$ cat src/rtl/dmem_port_arbiter_pkg.sv
// Shared defaults and state encoding for the data-memory port arbiter.
package dmem_port_arbiter_pkg;

  localparam int unsigned AW_DEF = 8;
  localparam int unsigned DW_DEF = 32;

  typedef enum logic {
    ST_CLEAR = 1'b0,
    ST_RUN   = 1'b1
  } state_e;

  localparam logic [DW_DEF-1:0] ZERO_WORD = '0;

endpackage

$ cat src/rtl/dmem_port_arbiter.sv
// Single-port data-memory owner: zero-fill sweep, then core/debug arbitration
// with a starvation limit on the debug requester.
module dmem_port_arbiter
  import dmem_port_arbiter_pkg::*;
#(
  parameter int unsigned AW         = AW_DEF,
  parameter int unsigned DW         = DW_DEF,
  parameter int unsigned STARVE_MAX = 4,
  parameter bit          CLR_ON_RST = 1'b1
) (
  input  logic          clk,
  input  logic          rst,
  input  logic          clr_start,
  output logic          clr_busy,
  output logic          clr_done,
  input  logic          c_rd,
  input  logic          c_wr,
  input  logic [AW-1:0] c_addr,
  input  logic [DW-1:0] c_wdata,
  output logic [DW-1:0] c_rdata,
  output logic          c_stall,
  input  logic          d_req,
  input  logic          d_we,
  input  logic [AW-1:0] d_addr,
  input  logic [DW-1:0] d_wdata,
  output logic          d_ack,
  output logic [DW-1:0] d_rdata,
  output logic          mem_we,
  output logic          mem_re,
  output logic [AW-1:0] mem_addr,
  output logic [DW-1:0] mem_wdata,
  input  logic [DW-1:0] mem_rdata
);

  localparam int unsigned      SW         = $clog2(STARVE_MAX + 1);
  localparam logic [SW-1:0]    STARVE_LIM = SW'(STARVE_MAX);
  localparam state_e           RST_STATE  = CLR_ON_RST ? ST_CLEAR : ST_RUN;

  state_e          state_q, state_d;
  logic [AW-1:0]   clr_addr_q, clr_addr_d;
  logic            clr_done_q, clr_done_d;
  logic            d_ack_q, d_ack_d;
  logic [DW-1:0]   d_rdata_q, d_rdata_d;
  logic [SW-1:0]   starve_cnt_q, starve_cnt_d;

  logic c_req, d_elig, in_run, dbg_win, core_win;

  always_ff @(posedge clk or posedge rst) begin
    if (rst) begin
      state_q      <= RST_STATE;
      clr_addr_q   <= '0;
      clr_done_q   <= 1'b0;
      d_ack_q      <= 1'b0;
      d_rdata_q    <= '0;
      starve_cnt_q <= '0;
    end else begin
      state_q      <= state_d;
      clr_addr_q   <= clr_addr_d;
      clr_done_q   <= clr_done_d;
      d_ack_q      <= d_ack_d;
      d_rdata_q    <= d_rdata_d;
      starve_cnt_q <= starve_cnt_d;
    end
  end

  // The ack cycle masks d_req so a request still held high is not served twice.
  always_comb begin
    c_req    = c_rd | c_wr;
    d_elig   = d_req & ~d_ack_q;
    in_run   = (state_q == ST_RUN);
    dbg_win  = in_run & d_elig & (~c_req | (starve_cnt_q == STARVE_LIM));
    core_win = in_run & c_req & ~dbg_win;
  end

  always_comb begin
    mem_we    = 1'b0;
    mem_re    = 1'b0;
    mem_addr  = '0;
    mem_wdata = '0;
    if (!in_run) begin
      mem_we   = 1'b1;
      mem_addr = clr_addr_q;
    end else if (dbg_win) begin
      mem_we    = d_we;
      mem_re    = ~d_we;
      mem_addr  = d_addr;
      mem_wdata = d_wdata;
    end else if (core_win) begin
      mem_we    = c_wr;
      mem_re    = c_rd & ~c_wr;
      mem_addr  = c_addr;
      mem_wdata = c_wdata;
    end
    if (rst) begin
      mem_we = 1'b0;
      mem_re = 1'b0;
    end
  end

  always_comb begin
    state_d      = state_q;
    clr_addr_d   = clr_addr_q;
    clr_done_d   = 1'b0;
    d_ack_d      = dbg_win;
    d_rdata_d    = (dbg_win && !d_we) ? mem_rdata : d_rdata_q;
    starve_cnt_d = starve_cnt_q;

    unique case (state_q)
      ST_CLEAR: begin
        clr_addr_d = clr_addr_q + 1'b1;
        if (clr_addr_q == '1) begin
          state_d    = ST_RUN;
          clr_done_d = 1'b1;
        end
      end
      ST_RUN: begin
        if (clr_start) begin
          state_d    = ST_CLEAR;
          clr_addr_d = '0;
        end
      end
      default: state_d = RST_STATE;
    endcase

    if (dbg_win || !d_elig) begin
      starve_cnt_d = '0;
    end else if (core_win && starve_cnt_q != STARVE_LIM) begin
      starve_cnt_d = starve_cnt_q + 1'b1;
    end
  end

  assign clr_busy = (state_q == ST_CLEAR);
  assign clr_done = clr_done_q;
  assign c_rdata  = mem_rdata;
  assign c_stall  = c_req & (dbg_win | ~in_run);
  assign d_ack    = d_ack_q;
  assign d_rdata  = d_rdata_q;

endmodule
$ cat config.mk
export PLATFORM = sky130hd
export DESIGN_NAME = dmem_port_arbiter
export DESIGN_NICKNAME = d
export VERILOG_FILES = /design/src/rtl/dmem_port_arbiter_pkg.sv /design/src/rtl/dmem_port_arbiter.sv
export SDC_FILE = /design/constraint.sdc
export NUM_CORES = 1
export LEC_CHECK = 0
export BUFFER_PORTS_ARGS = -buffer_cell sky130_fd_sc_hd__buf_4
export CORE_MARGIN = 10
export CORE_UTILIZATION = 39
export CTS_BUF_LIST = sky130_fd_sc_hd__clkbuf_8 sky130_fd_sc_hd__clkbuf_16
export CTS_CLUSTER_DIAMETER = 50
export DETAILED_ROUTE_END_ITERATION = 8
export PLACE_DENSITY = 0.81
export SYNTH_ARGS = -nofsm -noshare
export SYNTH_HDL_FRONTEND = slang
export SYNTH_SLANG_ARGS = --single-unit
$ cat constraint.sdc
create_clock -name clk -period 2.58 [get_ports clk]
set_clock_uncertainty 0.15 [all_clocks]
set_input_delay 0.516 -clock clk [delete_from_list [all_inputs] [get_ports clk]]
set_output_delay 0.516 -clock clk [all_outputs]
set_load 0.02 [all_outputs]
==> summary.md <==
| Metric | Value |
|---|---|
| Highest clock rate | 0.3953 GHz |
| Final Max Slew Viols | 0 |
| Comb power frac | around two fifths |
| Std-Cell Rows | 30 |
| Clock Pin Slew Worst Setup and Hold Paths | approximately 0.090 ns |
| Total gr overflow | 0 |
| CP bufs+invs | 3 |
| Ys flop type | dfrtp_1 |
| Slew margin rel. | about two thirds |
| Xor and xnor area share after synthesis | less than 1% |
| Dpl cells | between 500 and 600 |
| Layout area overhead | 65.68% |
| Simple-gate area share of the yosys netlist | 8.649% |
| Avg WL per Cell | 20.53 um |
| Layout Nets | roughly 560 |
| Register area | between 1000 and 1500 um2 |
| Yosys cell types | 38 |
| P_sw | 793.4 uW |
| Max-cap check violation count | 0 |
| Post-synth EDFFs | 0 |
| Hold Path Class | input pin to async pin |
| Filler cells | 528 |
| Worst Path Max Fanout | 21 |
| Delay-heaviest family, CP | buffers and inverters |
| Root Driver | clkbuf_8 |
| Cts hold-fix bufs | 0 |
| Sw Ratio | around 33% |
| Final core utilization | about two thirds |
| GRT Util Overall | a little under a fifth |
| Via-to-Cell Ratio | 4.875 |
| Post-route cell area | roughly 4600 um2 |
| Syn_area_per_cell | between 10 and 15 um2 |
| Setup WS pre-CTS | roughly 0.1 ns |
| Layout Cells excl Fill | ~530 |
| Largest net degree at the start of global routing | between 40 and 50 |
| Die area | around 11000 um2 |
| Commonest cells after routing, fill and taps aside | buf_4 (225), dfrtp_1 (46), a22o_1 (32), mux2_4 (30), nand2_1 (15) |
| Drt drc | 0 |
| Pleak | between 0.002 and 0.0025 uW |
| IR drop worst, VDD | around 0.33 mV |
| Io pins | about 230 |
| Die height | roughly 100 um |
| Post-DP HPWL | roughly 8900 um |
| CTS max path bufs | 2 |
| Multiplexer share of the synthesized area | between 15 and 20% |
| Endpoints failing setup | 0 |
| Complex-gate fraction of the synthesized area | 17.52% |
| Drt total wl | ~11000 um |
| Async S/R FF share, synth | 100.0% |
| I/O Buffers | about 230 |
| Via count | ~2600 |
| Fin crit share | 98.06% |
| #FFs+latches synth | 46 |
| Critical path's slowest cell | dfrtp_1 |
| Global-route wire length before repair | between 15000 and 20000 um |
| CP arrival | 1.86 ns |
| Critical Path Source Type | flop |
| Mapped cell area | 2778 um2 |
| Number of synthesis warnings | 0 |
| Syn_nets | between 300 and 400 |
| Clock power frac | between 20% and 30% |
| Sequential share of power | 37.3% |
| Core Region | slightly below 7000 um2 |
| Crit-path max cell delay | approximately 0.4 ns |
| Multi-input logic area | around 1300 um2 |
| Seq/Total Area, Yosys | 41.44% |
| DRT iter0 DRCs | 151 |
| CP Class | flop to output port |
| Share of cells above drive strength 1 | 65.75% |
| RD Place Congestion | about 0.82 |
| Pre-Repair DR Iteration Count | 4 |
| Diode count | 0 |
| Die Width | roughly 100 um |
| Starting Density | between 40% and 50% |
| Largest family of logic cells by synthesized area | multiplexers |
| Initial antenna violation count | 0 |
| TritonCTS clock tree | done |
| Commonest non-fill, non-tap cell in the layout | buf_4 |
| Critical Path Sink Type | output port |
| CTS H-tree lvls | 2 |
| Post-route ant nets | 0 |
| Crit-path cells | inv_2 -> ha_4 -> a2bb2oi_4 -> nor3_4 -> buf_8 -> a22o_1 -> buf_4 |
| Crit path required time | between 1.5 and 2 ns |
| Synth Area in Adders | 1.351% |
| Clk sinks | between 40 and 50 |
| Vias in the first global route | 2873 |
| Dpl cell area | ~4400 um2 |
| Pint | approximately 1600 uW |
| Worst-margin pin slew | 0.4975 ns |
| Mapped Cells | 240 |
| Status | completed |
| Pwr dens | approximately 530 nW/um2 |
| Min cycle time layout | approximately 2.5 ns |
| Setup ws final | 0.05011 ns |
| Total CTS buffers | 5 |
| Final hold vios | 0 |
| Clock Latency Late Sink | just under 0.3 ns |
==> Yosys cell counts, types with 2 or more instances <==
cell type	count	area, um2
a21oi_1	3	15.01
o22ai_1	4	25.02
ha_1	3	37.54
a22o_1	32	280.3
clkbuf_1	10	37.54
o2bb2ai_1	2	17.52
a221o_1	8	80.08
xnor2_1	2	17.52
nand2_1	15	56.30
mux2i_1	2	20.02
buf_6	3	33.78
inv_1	3	11.26
nand2b_1	2	12.51
nor2_1	2	7.510
dfrtp_1	46	1151
o21ai_0	3	15.01
buf_4	33	247.7
mux2_4	30	450.4
a31oi_1	2	12.51
mux2_2	2	22.52
nor2b_1	9	56.30
nand3b_1	2	15.01
nand3_1	7	35.03
==> cells by family (layout without fill, tap and decap cells) <==
group | Yosys count | after routing
muxes | 34 | 34
DFF | 46 | 46
and+or+nand+nor | 44 | 44
buffers and inverters | 52 | 250
xor gates and xnor gates | 3 | 3
adders and majority gates | 3 | 3
AOI/OAI and AO/OA | 58 | 58
==> power groups by stage <==
stage                     Sequential (uW)  Clock [uW]  Combinational, uW
after global placement                920           0                941
after global routing                  930         561               1090
final                                 912         514               1010
after detailed placement              925           0                961
after CTS                             912         539                971
after floorplan                       937           0                523
==> state kept, by name, summed over array words and instances, names as in the netlist <==
name          cells
d_ack             1
in_run            1
starve_cnt_q      3
clr_addr_q        8
d_rdata          32
clr_done          1
==> final timing paths <==
path,cells after the start,start,slack [ns],endpoint
worst max-delay path,7,starve_cnt_q[0]$_DFFE_PP0P_,0.05,mem_wdata[5]
worst min register to register,1,clr_addr_q[7]$_DFFE_PP0P_,0.36,clr_addr_q[7]$_DFFE_PP0P_
worst min-delay path,2,rst,0.13,d_rdata[19]$_DFFE_PP0P_
max in group asynchronous,3,rst,1.65,clr_addr_q[4]$_DFFE_PP0P_
min in group clk,2,mem_rdata[23],0.31,d_rdata[23]$_DFFE_PP0P_
worst max register to register,7,starve_cnt_q[0]$_DFFE_PP0P_,0.20,d_rdata[18]$_DFFE_PP0P_
==> metrics by stage <==
step	hold WS (ns)	TNS, ns	total power [uW]
global route	0.1547	-0.007465	2581
global placement	0.3426	0	1861
finish	0.1284	0	2441
detailed placement	0.3439	0	1886
CTS	0.1361	0	2422
floorplan	0.3091	0	1460
==> cell type report <==
cell class / count / area share, %
clock buffers: 5 / 1.495
clock inverters: 3 / 0.8972
inverters: 4 / 0.3263
multi-input cells: 142 / 29.12
flip-flops and latches: 46 / 25.01
well taps: 96 / 2.610
repair buffers: 238 / 40.54
==> layer usage <==
layer  track usage [%]  wire length [um]
met3             6.258               819
met1             20.76              4007
met2             33.71              6004
met5                 0                 0
met4             3.777               133
==> repair_timing <==
item,CTS,global route
resized for setup,5,14
endpoints found under the setup margin,40,22
buffers inserted,3,3
pin swaps,2,11
gates cloned,1,0
Power figures use the tool's default switching activity.
